**src/rtl/mc_ctrl.sv**
```systemverilog
// Multi-cycle MIPS control unit: walks each instruction through FETCH/DECODE/EXEC/MEM/WB,
// issues datapath strobes and mux selects, guards memory waits with a watchdog, counts retirements.
module mc_ctrl #(
    parameter int unsigned WAIT_MAX = 15,
    parameter int unsigned CNT_W    = 32
) (
    input  logic             clk,
    input  logic             reset,
    input  logic [5:0]       op,
    input  logic [5:0]       func,
    input  logic             instr_zero,
    input  logic             im_ready,
    input  logic             dm_ready,
    input  logic             zero,
    output logic             im_req,
    output logic             ir_we,
    output logic             pc_we,
    output logic [1:0]       npc_sel,
    output logic             reg_we,
    output logic [1:0]       wa_sel,
    output logic [1:0]       wd_sel,
    output logic             dm_re,
    output logic             dm_we,
    output logic [2:0]       alu_op,
    output logic             alu_b_imm,
    output logic [1:0]       ext_sel,
    output logic             retire,
    output logic [CNT_W-1:0] instr_cnt,
    output logic             err,
    output logic [2:0]       state
);

    // Handshake: a request (im_req in FETCH, dm_re/dm_we in MEM) is held until the matching
    // ready is seen high in the same cycle; a ready outside its request state is ignored.

    typedef enum logic [2:0] {
        S_FETCH  = 3'd0,
        S_DECODE = 3'd1,
        S_EXEC   = 3'd2,
        S_MEM    = 3'd3,
        S_WB     = 3'd4,
        S_HALT   = 3'd7
    } state_t;

    localparam logic [5:0] OP_RTYPE = 6'h00;
    localparam logic [5:0] OP_JAL   = 6'h03;
    localparam logic [5:0] OP_BEQ   = 6'h04;
    localparam logic [5:0] OP_ORI   = 6'h0d;
    localparam logic [5:0] OP_LUI   = 6'h0f;
    localparam logic [5:0] OP_LW    = 6'h23;
    localparam logic [5:0] OP_SW    = 6'h2b;
    localparam logic [5:0] FN_JR    = 6'h08;
    localparam logic [5:0] FN_ADDU  = 6'h21;
    localparam logic [5:0] FN_SUBU  = 6'h23;

    localparam logic [7:0] WAIT_LAST = 8'(WAIT_MAX - 1);

    state_t     cur;
    logic [5:0] op_q;
    logic [5:0] func_q;
    logic [7:0] wait_cnt;

    logic supported;
    logic is_addu, is_subu, is_jr, is_rtype, is_jal, is_beq;
    logic is_ori, is_lui, is_lw, is_sw, is_nop;
    logic retire_c;

    always_comb begin
        supported = 1'b0;
        case (op)
            OP_RTYPE: supported = (func == FN_ADDU) || (func == FN_SUBU) || (func == FN_JR);
            OP_JAL, OP_BEQ, OP_ORI, OP_LUI, OP_LW, OP_SW: supported = 1'b1;
            default:  supported = 1'b0;
        endcase
    end

    // A nop or unsupported word is latched as op/func 0/0, which decodes to no class at all.
    assign is_addu  = (op_q == OP_RTYPE) && (func_q == FN_ADDU);
    assign is_subu  = (op_q == OP_RTYPE) && (func_q == FN_SUBU);
    assign is_jr    = (op_q == OP_RTYPE) && (func_q == FN_JR);
    assign is_rtype = is_addu || is_subu;
    assign is_jal   = (op_q == OP_JAL);
    assign is_beq   = (op_q == OP_BEQ);
    assign is_ori   = (op_q == OP_ORI);
    assign is_lui   = (op_q == OP_LUI);
    assign is_lw    = (op_q == OP_LW);
    assign is_sw    = (op_q == OP_SW);
    assign is_nop   = !(is_rtype || is_jr || is_jal || is_beq || is_ori || is_lui || is_lw || is_sw);

    always_comb begin
        retire_c = 1'b0;
        case (cur)
            S_DECODE: retire_c = is_nop || is_jal || is_jr;
            S_EXEC:   retire_c = is_beq;
            S_MEM:    retire_c = is_sw && dm_ready;
            S_WB:     retire_c = 1'b1;
            default:  retire_c = 1'b0;
        endcase
    end

    always_ff @(posedge clk or posedge reset) begin
        if (reset) begin
            cur       <= S_FETCH;
            op_q      <= 6'd0;
            func_q    <= 6'd0;
            wait_cnt  <= 8'd0;
            err       <= 1'b0;
            instr_cnt <= '0;
        end else begin
            if (retire_c) begin
                instr_cnt <= instr_cnt + CNT_W'(1);
            end
            case (cur)
                S_FETCH: begin
                    if (im_ready) begin
                        wait_cnt <= 8'd0;
                        cur      <= S_DECODE;
                        if (instr_zero || !supported) begin
                            op_q   <= 6'd0;
                            func_q <= 6'd0;
                        end else begin
                            op_q   <= op;
                            func_q <= func;
                        end
                    end else if (wait_cnt == WAIT_LAST) begin
                        wait_cnt <= 8'd0;
                        err      <= 1'b1;
                        cur      <= S_HALT;
                    end else begin
                        wait_cnt <= wait_cnt + 8'd1;
                    end
                end
                S_DECODE: begin
                    if (is_nop || is_jal || is_jr) begin
                        cur <= S_FETCH;
                    end else if (is_lui) begin
                        cur <= S_WB;
                    end else begin
                        cur <= S_EXEC;
                    end
                end
                S_EXEC: begin
                    if (is_lw || is_sw) begin
                        cur <= S_MEM;
                    end else if (is_beq) begin
                        cur <= S_FETCH;
                    end else begin
                        cur <= S_WB;
                    end
                end
                S_MEM: begin
                    if (dm_ready) begin
                        wait_cnt <= 8'd0;
                        cur      <= is_lw ? S_WB : S_FETCH;
                    end else if (wait_cnt == WAIT_LAST) begin
                        wait_cnt <= 8'd0;
                        err      <= 1'b1;
                        cur      <= S_HALT;
                    end else begin
                        wait_cnt <= wait_cnt + 8'd1;
                    end
                end
                S_WB:    cur <= S_FETCH;
                S_HALT:  cur <= S_HALT;
                default: cur <= S_FETCH;
            endcase
        end
    end

    assign state = cur;

    // Outputs decode the registered state and latched instruction; asserting reset forces them quiet.
    always_comb begin
        im_req    = 1'b0;
        ir_we     = 1'b0;
        pc_we     = 1'b0;
        npc_sel   = 2'b00;
        reg_we    = 1'b0;
        wa_sel    = 2'b00;
        wd_sel    = 2'b00;
        dm_re     = 1'b0;
        dm_we     = 1'b0;
        alu_op    = 3'b000;
        alu_b_imm = 1'b0;
        ext_sel   = 2'b00;
        retire    = 1'b0;
        if (!reset) begin
            retire = retire_c;
            case (cur)
                S_FETCH: begin
                    im_req = 1'b1;
                    ir_we  = im_ready;
                    pc_we  = im_ready;
                end
                S_DECODE: begin
                    if (is_jal) begin
                        reg_we  = 1'b1;
                        wa_sel  = 2'b10;
                        wd_sel  = 2'b11;
                        pc_we   = 1'b1;
                        npc_sel = 2'b10;
                    end else if (is_jr) begin
                        pc_we   = 1'b1;
                        npc_sel = 2'b11;
                    end
                end
                S_EXEC: begin
                    if (is_subu) begin
                        alu_op = 3'b001;
                    end else if (is_ori) begin
                        alu_op    = 3'b010;
                        alu_b_imm = 1'b1;
                        ext_sel   = 2'b00;
                    end else if (is_lw || is_sw) begin
                        alu_op    = 3'b000;
                        alu_b_imm = 1'b1;
                        ext_sel   = 2'b01;
                    end else if (is_beq) begin
                        alu_op  = 3'b001;
                        pc_we   = zero;
                        npc_sel = 2'b01;
                    end
                end
                S_MEM: begin
                    dm_re = is_lw;
                    dm_we = is_sw;
                end
                S_WB: begin
                    reg_we = 1'b1;
                    if (is_rtype) begin
                        wa_sel = 2'b01;
                        wd_sel = 2'b00;
                    end else if (is_lw) begin
                        wd_sel = 2'b01;
                    end else if (is_lui) begin
                        wd_sel = 2'b10;
                    end
                end
                default: ;
            endcase
        end
    end

endmodule

```
**config.mk**
```make
export PLATFORM = sky130hd
export DESIGN_NAME = mc_ctrl
export DESIGN_NICKNAME = d
export VERILOG_FILES = /design/src/rtl/mc_ctrl.sv
export SDC_FILE = /design/constraint.sdc
export NUM_CORES = 1
export LEC_CHECK = 0
export ABC_CLOCK_PERIOD_IN_PS = 2700
export BUFFER_PORTS_ARGS = -buffer_cell sky130_fd_sc_hd__buf_4
export CAP_MARGIN = 20
export CORE_MARGIN = 5
export CORE_UTILIZATION = 48
export DETAILED_ROUTE_END_ITERATION = 12
export HOLD_SLACK_MARGIN = 0.15
export PLACE_DENSITY = 0.76
export SYNTH_ARGS = -nofsm -noshare
export SYNTH_HDL_FRONTEND = slang
export SYNTH_SLANG_ARGS = --single-unit
```
**constraint.sdc**
```tcl
create_clock -name clk -period 2.7 [get_ports clk]
set_input_delay 0.54 -clock clk [delete_from_list [all_inputs] [get_ports clk]]
set_output_delay 0.54 -clock clk [all_outputs]
set_load 0.01 [all_outputs]
```
# --- Word-level counts from Yosys, hierarchy flattened ---
# Cells that the tools add are included.
word_totals:
  elab_cells: 136
  inputBits: 18
  ff_bits: 56
  out_inout_bits: 55
classes:
  n_eq_ne: 26
  reduce_logical: 27
  n_addsub: 2
  n_mux: 75
op_table:
  columns: ["cell", "count"]
  rows:
  - ["$eq A6 B6 Y1 const B", 8]
  - ["$mux W1", 38]
  - ["$eq A6 B4 Y1 const B", 6]
  - ["$add A32 B1 Y32 const B", 1]
  - ["$mux W2", 14]
  - ["$mux W3", 8]
  - ["$mux W8", 3]
  - ["$pmux W8 S2", 1]
  - ["$pmux W3 S5", 1]
  - ["$logic_or A1 B1 Y1", 14]
  - ["$eq A6 B2 Y1 const B", 2]
  - ["$eq A6 B3 Y1 const B", 2]
  - ["$logic_not A6 Y1", 2]
  - ["$mux W6", 2]
  - ["$pmux W2 S2", 3]
  - ["$add A8 B1 Y8 const B", 1]
  - ["$eq A8 B4 Y1 const B", 1]
  - ["$eq A3 B2 Y1 const B", 2]
  - ["$eq A3 B3 Y1 const B", 2]
  - ["$pmux W1 S2", 3]
  - ["$reduce_or A6 Y1", 1]
  - ["$logic_and A1 B1 Y1", 4]
  - ["$ne A2 B2 Y1 const B", 2]
  - ["$pmux W1 S4", 1]
  - ["7 further kinds", 8]

# --- Logic depth before layout (Yosys ltp) ---
# Gate-level depths: netlist (run 1).
depth:
  depth_word: 15
  ltp_mapped: 8
  mapped_depth_nobuf: 7

# --- Worst setup path after synthesis (run 1) ---
# Ideal clock, no wire load.
synth_path:
  path_kind: "input-to-output"
  startpoint: "in reset"
  endpoint: "out wd_sel[0]"
  t_arrival_ns: 2.400
  required_time_ns: 2.160
  setup_slack_ns: -0.240
  stages: 3
  path_cell_list: "inv_1 -> nand2_1 -> o31ai_1"
synth_between:
  elab_chain_cells: 1
synth_lines:
  columns: ["element", "line_no", "rtl"]
  rows:
  - ["from (decl)", "8", "input logic reset,"]
  - ["$mux W2", "187", "if (!reset) begin"]
  - ["to (decl)", "21", "output logic [1:0] wd_sel,"]
# Every way passes these cells.

# --- Final worst setup path (run 1) ---
layout_path:
  startpoint: "reg op_q[1]"
  endpoint: "out retire"
layout_between:
  elab_chain_cells: 15
  word_cells_on_any_way: 24
layout_lines:
  columns: ["element", "line_no", "rtl"]
  rows:
  - ["from (decl)", "59", "logic [5:0] op_q;"]
  - ["from (signal assigned)", "122", "op_q <= op;"]
  - ["$logic_not A6 Y1", "78, 79, 80", null]
  - ["$logic_and A1 B1 Y1 (on tied branches)", "78, 79", null]
  - ["$logic_or A1 B1 Y1", "81", "assign is_rtype = is_addu || is_subu;"]
  - ["$logic_or A1 B1 Y1 (7 in a row)", "88", "assign is_nop = !(is_rtype || is_jr || is_jal || is_beq || is_ori || is_lui || is_lw || is_sw);"]
  - ["$logic_not A1 Y1", "88", null]
  - ["$logic_or A1 B1 Y1 (2 in a row)", "93", "S_DECODE: retire_c = is_nop || is_jal || is_jr;"]
  - ["$pmux W1 S4 *", "92", "case (cur)"]
  - ["$mux W1 *", "187", null]
  - ["to (decl)", "27", "output logic retire,"]
# Mark *: on every way between the ends. The rest lies on a longest branch, timed or not.

==> key figures, run 1 <==
Run status
  • Status: finished with violations
  • Failing checks: setup timing

Global routing
  • GRT Overall Usage: 20.46%
  • Global route overflow: 0
  • First-pass GRT wire length: 12.81 mm
  • Number of global-route vias before repair: 2753
  • Initial antenna violation count: 0
  • Largest net degree at the start of global routing: 25

Floorplanning
  • Initial Utilization: 48.53%
  • Die Area: 8041 um^2
  • # IOs: 73
  • # rows: 29
  • Die X: 89.67 um
  • CORE AREA: 6277 um^2
  • Die height: 89.67 um

Route
  • Routed via count: 2789
  • Final WL: 7.922 mm
  • Drt wl/cell: 16.20 um
  • Via density: roughly 5.7
  • DRC violations left: 0
  • Routed Antenna Nets: 0
  • 1st-iter DRT viols: 110
  • Length of the first detailed-routing pass in iterations: 4

Power and ir drop
  • VDD IR max: 263.8 uV
  • P per Cell Area: a little under 500 nW/um^2
  • Leak pwr: 0.001790 uW

Placed design
  • Gpl congestion: between 0.9 and 1
  • DP Wirelength: a little under 6 mm
  • # port buffers: 70
  • Dpl cell area: 3740 um^2
  • Placed insts: 472
  • Pre-CTS setup slack: 0.1529 ns

Critical path
  • Critical Path End Type: output pin
  • CP max stage delay: 0.57 ns
  • Crit path DAT: 2.26 ns
  • Setup CP Type: register to output pin
  • Worst path cell trace: or4_4 > or4_4 > nand4_4 > and3_4 > nor2_4 > buf_6
  • CP max stage cell: or4_4
  • CP required: around 2.2 ns
  • Worst Setup Start Kind: register
  • Worst Path Max Fanout: 4
  • Most frequent CP cell: or4_4

Finish
  • Area delta synth->final: 31.83%
  • Fill cells: ~530
  • Cell area after layout: about 4000 um^2
  • Share of layout cells above drive strength 1: a little under a third
  • Ant. Diodes: 0
  • Nets: 432
  • Final design utilization: 63.98%
  • Final Non-Filler Cells: around 490

Clocking
  • Clock transition at path regs: ~0.10 ns
  • CTS Buf Count: 5
  • Hold Buf Count CTS: 0
  • Skew-Pair Late Insertion Delay: 0.31 ns
  • Clock Sinks: between 50 and 60
  • Clk buf depth: 2
  • Root buffer cell: clkbuf_8
  • H-tree Lvls: 2
  • CTS tree: yes

Yosys
  • Top post-synthesis cells by count: dfrtp_1 (56), nand2_1 (28), nor2_1 (28)
  • Most frequent cell after synthesis: dfrtp_1
  • Cell taking the most area after synthesis: dfrtp_1
  • Post-synth design cell area: 3047 um^2
  • Dominant synthesized flop cell: dfrtp_1
  • Synthesis Warnings: 0
  • Asr flop ratio synth: 100.0%
  • Synth top area share: 46.00%
  • Synthesized netlist cell count: 318
  • Seq/Total Area, Yosys: 46.00%
  • EDFF count, synth: 0
  • Synth Register Bits: 56
  • Top post-synthesis cells by area: dfrtp_1 (46%), xnor2_1 (7.2%), nand3_1 (4.1%), xor2_1 (3.7%), nand2_1 (3.4%)
  • Unique masters post-synth: 53
  • Syn avg cell area: between 9 and 10 um^2

STA
  • Worst Tran Pin Value: 0.5437 ns
  • RSZ-0062 raised after global routing: true
  • Min Tclk post-route: 2.800 ns
  • Final worst setup slack: -0.1000 ns
  • Max Fclk: about 360 MHz
  • Final hold violations: 0
  • Relative slew margins: 63.24%
  • Final Cycle Share: 103.7%
  • Final setup viols: 7
  • Worst Skew: 0.01279 ns
  • Hold Slack: between 0.3 and 0.4 ns
  • Max-slew violations: 0

Run
  • Maxcap violations: 0

Worst hold path
  • Hold Path Class: input pin to asynchronous set/reset pin
==> cells by family after synthesis <==
kind of cell	share of synthesized area, %
other	0.1231
AOI/OAI and AO/OA	9.364
adders and majority gates	1.232
muxes	0.6981
DFF	46.00
xor gates and xnor gates	10.92
and+or+nand+nor	28.46
buffers and inverters	3.203
==> state kept, by name (all words and copies together), names as in the netlist <==
| register | count |
|---|---|
| instr_cnt | 32 |
| wait_cnt | 8 |
| func_q | 6 |
| op_q | 6 |
| state | 3 |
| err | 1 |
==> what timing repair did <==
| item | CTS | global route |
|---|---|---|
| pin swaps | 4 | 9 |
| gates resized for setup | 6 | 19 |
| hold endpoints to repair | 0 | 0 |
| setup endpoints to repair | 5 | 12 |
| buffers inserted | 2 | 7 |
==> per-layer routing <==
metal | global-route usage (%) | vias up | part of all wire [%]
met1 | 24.88 | 1340 | 40
li1 | - | 1327 | -
met3 | 5.109 | 17 | 7.8
met2 | 35.17 | 105 | 50
met4 | 7.172 | 0 | 2.6
met5 | 0 | - | 0
==> placed cells by master, fill, tap and decap left out, drive strengths merged, types with 2 or more instances in the layout <==
cell,n
nor2,28
buf,97
o21a,2
or3,3
nand2,28
nand2b,5
nor4,10
inv,7
dfrtp,56
nor2b,3
or2,3
o21ai,6
xor2,13
or4,3
a21o,2
conb,2
nor3b,2
xnor2,25
clkbuf,6
o21bai,2
nand4,16
nor3,9
a22o,9
a21oi,9
and3,9
ha,3
and2,6
nand3,26
a32o,3
nor4b,2
==> per-stage QoR <==
step           TNS [ns]  total power (uW)
3_5_place_dp          0              1463
5_1_grt         -0.8678              2074
2_1_floorplan         0              1273
3_3_place_gp          0              1448
4_1_cts         -0.4204              1957
6_report        -0.2585              1961
==> power by group <==
part	switching, uW	leakage [uW]	internal (uW)	total (uW)
sequential	98.9	0.000725	915	1010
combinational	234	0.00101	234	468
clock	269	0.0000516	210	479
total	602	0.00179	1360	1960
==> path summary, 6_finish.rpt <==
| check | start | to | slack (ns) | cells past startpoint |
|---|---|---|---|---|
| worst max-delay path | op_q[1] | retire | -0.10 | 6 |
| worst min-delay path | reset | instr_cnt[22] | 0.40 | 3 |
| worst max register to register | op_q[1] | instr_cnt[8] | 0.28 | 9 |
| worst min register to register | instr_cnt[31] | instr_cnt[31] | 0.48 | 1 |
| max in group asynchronous | reset | wait_cnt[2] | 2.04 | 3 |
| min in group clk | func[1] | func_q[1] | 0.45 | 2 |
==> critical path: cells and delay by family (launching register included) <==
| family | cells | cell delay, ns |
|---|---|---|
| DFF | 1 | 0.40 |
| buffers and inverters | 1 | 0.11 |
| and+or+nand+nor | 5 | 1.45 |
==> cell type report <==
type / count / area, um^2 / area share [%]
timing repair buffer: 97 / 750.7 / 18.69
clock buffer: 6 / 82.58 / 2.056
sequential: 56 / 1401 / 34.89
multi-input combinational: 244 / 1642 / 40.87
inverter: 7 / 30.03 / 0.7477
tap: 77 / 96.34 / 2.399
clock inverter: 2 / 13.76 / 0.3427
(Power assumes the default switching activity.)
==> inputs of run 2 (changes only) <==
- ABC_CLOCK_PERIOD_IN_PS: 2700 -> 2900
- CORE_UTILIZATION: 48 -> 54
- PLACE_DENSITY: 0.76 -> 0.8
- clock period: 2.7 -> 2.9 ns (I/O delays scaled with it)
==> run 2 against run 1 <==
The run now ends clean. Global-route usage rose by 1.3 points. Clock-buffer cell count fell by 1. Worst hold slack got worse by 0.13 ns.
==> key figures, run 2 (same netlist as run 1, synthesis figures left out) <==
Global routing
  • Global route overflow: 0
  • Initial antenna violation count: 0
  • Largest net degree at the start of global routing: 39
  • First-pass GRT wire length: 13.05 mm
  • GRT Overall Usage: 21.79%
  • Number of global-route vias before repair: 2798

STA
  • Final hold violations: 0
  • Max-slew violations: 0
  • Worst Tran Pin Value: 0.5831 ns
  • Max Fclk: 346.2 MHz
  • Final setup viols: 0
  • Relative slew margins: 60.77%
  • Worst Skew: 0.01115 ns
  • RSZ-0062 raised after global routing: true
  • Setup TNS: 0 ns
  • Final Cycle Share: 99.59%
  • Min Tclk post-route: between 2 and 3 ns
  • Hold Slack: 0.2651 ns

Critical path
  • CP max stage cell: or4_4
  • Setup CP Type: register to output pin
  • CP max stage delay: 0.57 ns
  • Crit path DAT: 2.31 ns
  • Worst Path Max Fanout: 4
  • Worst Setup Start Kind: register
  • Worst path cell trace: or4_4 > or4_4 > nand4_4 > and3_4 > nor2_2 > buf_4
  • CP required: 2.32 ns
  • CP delay by family, top: simple AND/OR/NAND/NOR gates
  • Critical Path End Type: output pin
  • Most frequent CP cell: or4_4
  • Crit path buf inv count: 1

Power and ir drop
  • Overall power: 1797 uW
  • P per Cell Area: 465.7 nW/um^2
  • Leak pwr: 0.001711 uW
  • VDD IR max: between 200 and 300 uV

Floorplanning
  • Die X: 85.12 um
  • Initial Utilization: 55.33%
  • # rows: 27
  • # IOs: 73
  • Die Area: 7245 um^2
  • Die height: ~85 um
  • CORE AREA: roughly 5500 um^2

Clocking
  • CTS tree: yes
  • Clock transition at path regs: roughly 0.10 ns
  • CTS Buf Count: 5
  • Clk buf depth: 2
  • H-tree Lvls: 2
  • Clock Sinks: 56
  • Root buffer cell: clkbuf_8
  • Skew-Pair Late Insertion Delay: 0.32 ns

Finish
  • Final design utilization: 70.05%
  • Biggest regs: instr_cnt (32), wait_cnt (8)
  • Share of layout cells above drive strength 1: 28.68%
  • Ant. Diodes: 0
  • Max FFs per register: 32
  • Nets: 421
  • Area delta synth->final: 26.61%
  • Largest Register: instr_cnt
  • Most frequent cells in the layout: buf_4 (86), dfrtp_1 (53), nand2_1 (28), nor2_1 (27)
  • Most common cell after layout, fill and taps aside: buf_4
  • Fill cells: 436

Route
  • Final WL: 7.648 mm
  • Length of the first detailed-routing pass in iterations: 5
  • Drt wl/cell: 16.17 um
  • 1st-iter DRT viols: around 170
  • Routed via count: 2764
  • Routed Antenna Nets: 0
  • Via density: 5.844
  • DRC violations left: 0

Placed design
  • DP Wirelength: 5.743 mm
  • # port buffers: 70
  • Gpl congestion: 0.9497

Run
  • Maxcap violations: 0

Run status
  • Status: finished clean

Worst hold path
  • Hold Path Class: input pin to asynchronous set/reset pin
==> run 2: worst paths after layout <==
check	cells after the start	end	slack (ns)	startpoint
max in group asynchronous	3	instr_cnt[12]	1.89	reset
hold / removal	2	func_q[4]	0.27	reset
hold reg to reg	1	instr_cnt[31]	0.48	instr_cnt[31]
setup reg to reg	7	instr_cnt[8]	0.29	op_q[5]
setup / recovery	6	retire	0.01	op_q[5]
min in group clk	1	instr_cnt[31]	0.48	instr_cnt[31]
==> run 2: routing by layer <==
metal | track usage, % | wire, um | up-vias
li1 | - | - | 1306
met4 | 6.187 | 108 | 0
met5 | 0 | 0 | -
met3 | 3.883 | 543 | 12
met2 | 37.71 | 3824 | 115
met1 | 27.92 | 3173 | 1331
==> run 2: timing repair <==
action | 4_1_cts | 5_1_grt
cloned | 0 | 0
buffers inserted | 6 | 0
hold buffers | 0 | 0
gates resized for setup | 6 | 5
pin swaps | 4 | 0
endpoints found under the setup margin | 1 | 6
==> run 2: layout make-up <==
class / count / area (um^2) / share of cell area (%)
Multi-Input combinational cell: 244 / 1594 / 41.32
Sequential cell: 56 / 1405 / 36.43
Timing Repair Buffer: 86 / 645.6 / 16.74
Tap cell: 72 / 90.09 / 2.335
Clock buffer: 5 / 68.82 / 1.784
Inverter: 7 / 30.03 / 0.7785
Clock inverter: 3 / 23.77 / 0.6163
==> run 2: per-stage QoR <==
step | worst slack (ns) | cells | area, um^2
6_report | 0.01184 | 473 | 3857
3_3_place_gp | 0.2949 | 459 | 3674
4_1_cts | -0.004870 | 473 | 3830
3_5_place_dp | 0.2573 | 459 | 3674
5_1_grt | -0.04153 | 473 | 3857
2_1_floorplan | 0.3072 | 319 | 3054
==> run 2: where the power goes <==
part	switching (uW)	internal, uW
clock	263	172
combinational	216	204
sequential	89.9	852
